===== src/rtl/stage_seq_pkg.sv =====
// Shared constants for the stage activation sequencer: FSM encoding,
// state width and stage indices of the default five-stage pipeline.
package stage_seq_pkg;

  localparam int SEQ_STATE_W = 3;

  typedef enum logic [SEQ_STATE_W-1:0] {
    SEQ_RESET  = 3'd0,
    SEQ_RAMP   = 3'd1,
    SEQ_RUN    = 3'd2,
    SEQ_DRAIN  = 3'd3,
    SEQ_HALTED = 3'd4
  } seq_state_t;

  // Stage indices for the default configuration (wb is the oldest stage).
  localparam int STG_WB  = 0;
  localparam int STG_MEM = 1;
  localparam int STG_EX  = 2;
  localparam int STG_ID  = 3;
  localparam int STG_IF  = 4;

endpackage


===== src/rtl/stage_stall_prefix.sv =====
// Prefix-OR of per-stage stalls: a stall at stage i also holds every
// younger (higher-index) stage upstream of it.
module stage_stall_prefix #(
  parameter int NUM_STAGES = 5
) (
  input  logic [NUM_STAGES-1:0] stall,
  output logic [NUM_STAGES-1:0] stall_eff
);

  // Running OR from the oldest stage towards the youngest.
  always_comb begin
    logic acc;
    acc       = 1'b0;
    stall_eff = '0;
    for (int i = 0; i < NUM_STAGES; i++) begin
      acc          = acc | stall[i];
      stall_eff[i] = acc;
    end
  end

endmodule


===== src/rtl/stage_act_sequencer.sv =====
// Sequenced pipeline activation: stages are enabled back-to-front after
// reset or resume, drained front-to-back into HALTED on request, gated by
// downstream stalls and fanned out per issue lane.
//
// Request/ack semantics: halt_req and resume_req are levels sampled on each
// active (ACT=1) clock edge. halt_req is honoured in RAMP/RUN and wins over
// resume_req; resume_req is honoured only in HALTED. halt_ack is high for
// exactly as long as the FSM sits in HALTED.
module stage_act_sequencer
  import stage_seq_pkg::*;
#(
  parameter int NUM_STAGES = 5,
  parameter int LANES      = 2,
  parameter int GAP        = 1
) (
  input  logic                          CLK,
  input  logic                          RST,
  input  logic                          ACT,
  input  logic                          halt_req,
  input  logic                          resume_req,
  input  logic [NUM_STAGES-1:0]         stall,
  input  logic [LANES-1:0]              lane_en,
  output logic [NUM_STAGES-1:0]         stage_ACT,
  output logic [NUM_STAGES*LANES-1:0]   lane_ACT,
  output logic                          halt_ack,
  output logic [SEQ_STATE_W-1:0]        seq_state
);

  localparam int GW = (GAP > 1) ? $clog2(GAP + 1) : 1;
  localparam logic [GW-1:0]         RELOAD   = GW'(GAP - 1);
  localparam logic [NUM_STAGES-1:0] ALL_ON   = '1;
  localparam logic [NUM_STAGES-1:0] FIRST_ON = NUM_STAGES'(1);

  seq_state_t            state_q, state_d;
  logic [NUM_STAGES-1:0] mask_q, mask_d;
  logic [GW-1:0]         gap_q, gap_d;
  logic [NUM_STAGES-1:0] stall_eff;

  stage_stall_prefix #(.NUM_STAGES(NUM_STAGES)) u_prefix (
    .stall     (stall),
    .stall_eff (stall_eff)
  );

  // State, mask and gap counter; ACT=0 holds them via the next-state logic.
  always_ff @(posedge CLK) begin
    if (RST) begin
      state_q <= SEQ_RESET;
      mask_q  <= '0;
      gap_q   <= '0;
    end else begin
      state_q <= state_d;
      mask_q  <= mask_d;
      gap_q   <= gap_d;
    end
  end

  // Next-state: the mask is always a contiguous run of ones from stage 0,
  // so ramping sets the lowest clear bit and draining is a right shift.
  always_comb begin
    state_d = state_q;
    mask_d  = mask_q;
    gap_d   = gap_q;
    if (ACT) begin
      unique case (state_q)
        SEQ_RESET, SEQ_HALTED: begin
          if (state_q == SEQ_RESET || resume_req) begin
            mask_d  = FIRST_ON;
            gap_d   = RELOAD;
            state_d = (FIRST_ON == ALL_ON) ? SEQ_RUN : SEQ_RAMP;
          end
        end
        SEQ_RAMP, SEQ_RUN: begin
          if (halt_req) begin
            mask_d  = mask_q >> 1;
            gap_d   = RELOAD;
            state_d = (mask_d == '0) ? SEQ_HALTED : SEQ_DRAIN;
          end else if (state_q == SEQ_RAMP) begin
            if (gap_q == '0) begin
              mask_d  = mask_q | (mask_q + FIRST_ON);
              gap_d   = RELOAD;
              state_d = (mask_d == ALL_ON) ? SEQ_RUN : SEQ_RAMP;
            end else begin
              gap_d = gap_q - GW'(1);
            end
          end
        end
        SEQ_DRAIN: begin
          if (gap_q == '0) begin
            mask_d  = mask_q >> 1;
            gap_d   = RELOAD;
            state_d = (mask_d == '0) ? SEQ_HALTED : SEQ_DRAIN;
          end else begin
            gap_d = gap_q - GW'(1);
          end
        end
        default: begin
          state_d = SEQ_RESET;
          mask_d  = '0;
          gap_d   = '0;
        end
      endcase
    end
  end

  // Per-stage and per-lane activation, combinational in ACT, stall, lane_en.
  always_comb begin
    stage_ACT = {NUM_STAGES{ACT}} & mask_q & ~stall_eff;
    lane_ACT  = '0;
    for (int i = 0; i < NUM_STAGES; i++) begin
      for (int l = 0; l < LANES; l++) begin
        lane_ACT[i*LANES + l] = stage_ACT[i] & lane_en[l];
      end
    end
  end

  assign halt_ack  = (state_q == SEQ_HALTED);
  assign seq_state = state_q;

endmodule


===== config.mk =====
export PLATFORM = sky130hd
export DESIGN_NAME = stage_act_sequencer
export DESIGN_NICKNAME = d
export VERILOG_FILES = /design/src/rtl/stage_seq_pkg.sv /design/src/rtl/stage_stall_prefix.sv /design/src/rtl/stage_act_sequencer.sv
export SDC_FILE = /design/constraint.sdc
export NUM_CORES = 1
export LEC_CHECK = 0
export CAP_MARGIN = 20
export CELL_PAD_IN_SITES_DETAIL_PLACEMENT = 1
export CELL_PAD_IN_SITES_GLOBAL_PLACEMENT = 1
export CORE_MARGIN = 2
export CORE_UTILIZATION = 26
export DETAILED_ROUTE_END_ITERATION = 7
export PLACE_DENSITY = 0.81
export SLEW_MARGIN = 20
export SYNTH_ARGS = -nofsm -noshare
export SYNTH_HDL_FRONTEND = slang
export SYNTH_SLANG_ARGS = --single-unit

===== constraint.sdc =====
create_clock -name CLK -period 1.3 [get_ports CLK]
set_clock_uncertainty 0.1 [all_clocks]
set_input_delay 0.26 -clock CLK [delete_from_list [all_inputs] [get_ports CLK]]
set_output_delay 0.26 -clock CLK [all_outputs]
set_load 0.03 [all_outputs]

==> reports/metrics.cfg <==
[status]
status = complete, but fails checks
violations = setup timing

[hold_path]
holdCritStartpoint = ACT
hold_class = in2reg

[final_layout]
finalInstanceArea_um2 = 1700
finalCoreUtilization_pct = 62.9
nNetsFinal = 172
drive_gt1_share_pct = 76.1
fillCellCount = 283
fin_cells = 190
multi_input_area_um2 = 768
area_growth_pct = 133
register_area_um2 = 178
diodes = 0

[critical_path]
critPathLaunch = stall[2]
cp-end-kind = primary output
reg2reg_from = seq_state[0]
required_ns = 0.94
worstPathCellList = buf_6 -> nor4b_4 -> nor2b_4 -> and3b_2 -> and2_4 -> buf_6
cpMaxStageDelayCell = nor4b_4
cpMostUsedCell = buf_6
critPathMaxStageDelay_ns = 0.32
r2r_setup_slack_ns = -0.31
crit_arrival_ns = 1.39
startpoint_type = input pin
crit_fanout = 3
crit_type = in2out

[pwr]
p_leak_nw = 0.742
power.density_nw_per_um2 = 502
p_switching_uw = 294
p_comb_share_pct = 44.9
pwr-share-clk_pct = 24.6
swShare_pct = 34.4
pwr-share-seq_pct = 30.5
vdd_drop_max_v = 0.000499
total_power_uw = 855
internal_power_uw = 561

[yosys]
syn_inst = 91
ys_ff_latch = 8
synth-edff-count = 0
netlist_area_um2 = 732
yosys_most_used_dff = dfxtp_1
syn_nets = 103
synth_cell_types = 38
async_reset_ff_share_pct = 0
synth_seq_area_share_pct = 21.9
synth.avg_cell_area_um2 = 8.04
synth-warning-count = 0

[global_route]
grt_overflow_total = 0
grt_use_total_pct = 23.3
grt_first_pass_wirelength_um = 5760
grt_pass1_vias = 1082
antenna_found_initial = 0
grt_max_degree = 10

[route]
wirelength_um = 4400
antenna_left = 0
vias = 1029
vias_per_cell = 5.42
first_pass_iters = 4
drtIter0Drc = 36
wl_per_cell_um = 23.2
drc_errors = 0

[cts]
h-tree-depth = 1
worstSkewPairLatency_ns = 0.26
cts-buffers-inserted = 3
root_buffer = clkbuf_4
cts-hold-fix-buffers = 0
cts.sinks = 8
cts_tree = yes
cts.clk_slew.worst_paths_ns = 0.06
cts_buffer_depth = 2

[sta]
fin_crit_sh_pct = 135
min_period_ns = 1.75
hold_viol = 0
relSlewSlack_pct = 71.3
fin_ws_ns = -0.454
slew_violations = 0
hold_slack_ns = 0.365
fmax_mhz = 570
setup_viol = 25
rsz0062_at_grt = yes
fin_tns_setup_ns = -6.33
tightest_slew_ns = 0.425

[place]
place_ws_ns = -0.817
port_buffers = 30
gp_congestion = 0.790
hpwl_um = 2370
dpl.cell_count = 170
placed_area_um2 = 1250

[die]
dieArea_um2 = 3260
die_x_um = 57.1
fp-row-count = 19
die_y_um = 57.1
start_util_pct = 27.0
io_pins = 31
core-area_um2 = 2710

[flow_run]
cap_violations = 0

-- cell type report --
cell class,count,area share (%)
flip-flops and latches,8,10.4
repair buffers,72,39.8
inverters,4,0.881
clock buffers,4,1.54
well taps,31,2.28
multi-input cells,71,45.1
-- kinds of logic after synthesis --
kind of cell | synth area share (%)
compound gates | 29.4
xor+xnor | 1.20
fa+ha+maj | 1.54
buf+inv | 8.72
flops | 21.9
simple gates | 37.3
-- layer usage --
layer,GRT usage [%],share of wire [%],vias up
met1,28.6,47,511
met4,11.6,2.0,0
li1,-,-,478
met2,38.9,48,32
met3,4.54,3.2,8
met5,0,0,-
-- cell usage in the layout, fill, tap and decap left out, drive strengths merged --
master         netlist  layout
nor3                 2       2
and4                 1       1
clkdlybuf4s50        0       2
and3                 4       4
and2                 9       9
a2bb2oi              2       2
o32ai                4       4
a311oi               2       2
nor2                 6       6
nand2b               5       5
inv                  4       4
a211oi               1       1
a21oi                7       7
maj3                 1       1
a31oi                3       3
a21boi               1       1
nor4b                2       2
xor2                 1       1
nor3b                1       1
buf                  4      65
or2                  1       1
nor4                 1       1
o2111a               1       1
nand3                1       1
clkbuf               4       4
dfxtp                8       8
dlygate4sd2          0       5
nor2b                2       2
and3b                1       1
a32oi                1       1
nand2                3       3
and4bb               1       1
o311ai               1       1
o21ai                6       6
-- critical path, delay by kind of cell --
family | cells | cell delay [ns]
buffers and inverters | 2 | 0.21
and+or+nand+nor | 4 | 0.91
-- power groups by stage --
stage	sequential (mW)	combinational [mW]	clock, mW
2_1_floorplan	0.271	0.121	0
3_3_place_gp	0.266	0.230	0
3_5_place_dp	0.266	0.242	0
4_1_cts	0.259	0.306	0.209
5_1_grt	0.262	0.398	0.230
6_report	0.261	0.384	0.210
-- worst paths after layout --
kind,endpoint,cells after the start
worst max-delay path,lane_ACT[9],6
worst min-delay path,seq_state[0],4
worst max register to register,seq_state[1],5
worst min register to register,mask_q[0],3
-- synthesized netlist by cell type (2+ instances only) --
library cell	count	area share (%)
nor3_1	2	1.4
nor2_1	5	2.6
clkbuf_1	3	1.5
and3_1	4	3.4
dfxtp_1	8	22
inv_1	4	2.1
o32ai_1	4	4.8
o21ai_0	6	4.1
and2_1	8	6.8
nor2b_1	2	1.7
nand2b_1	5	4.3
buf_6	2	3.1
a21oi_1	7	4.8
a31oi_1	3	2.6
buf_2	2	1.4
nand2_1	3	1.5
a2bb2oi_1	2	2.4
-- sequential cells by signal, indices dropped and copies added (netlist names) --
register and cells:
mask_q 5, seq_state 3
-- repair_timing --
item,CTS,global route
pin swaps,12,13
endpoints found under the setup margin,24,25
buffers inserted,11,5
gates resized for setup,71,25
(Power assumes the default switching activity.)
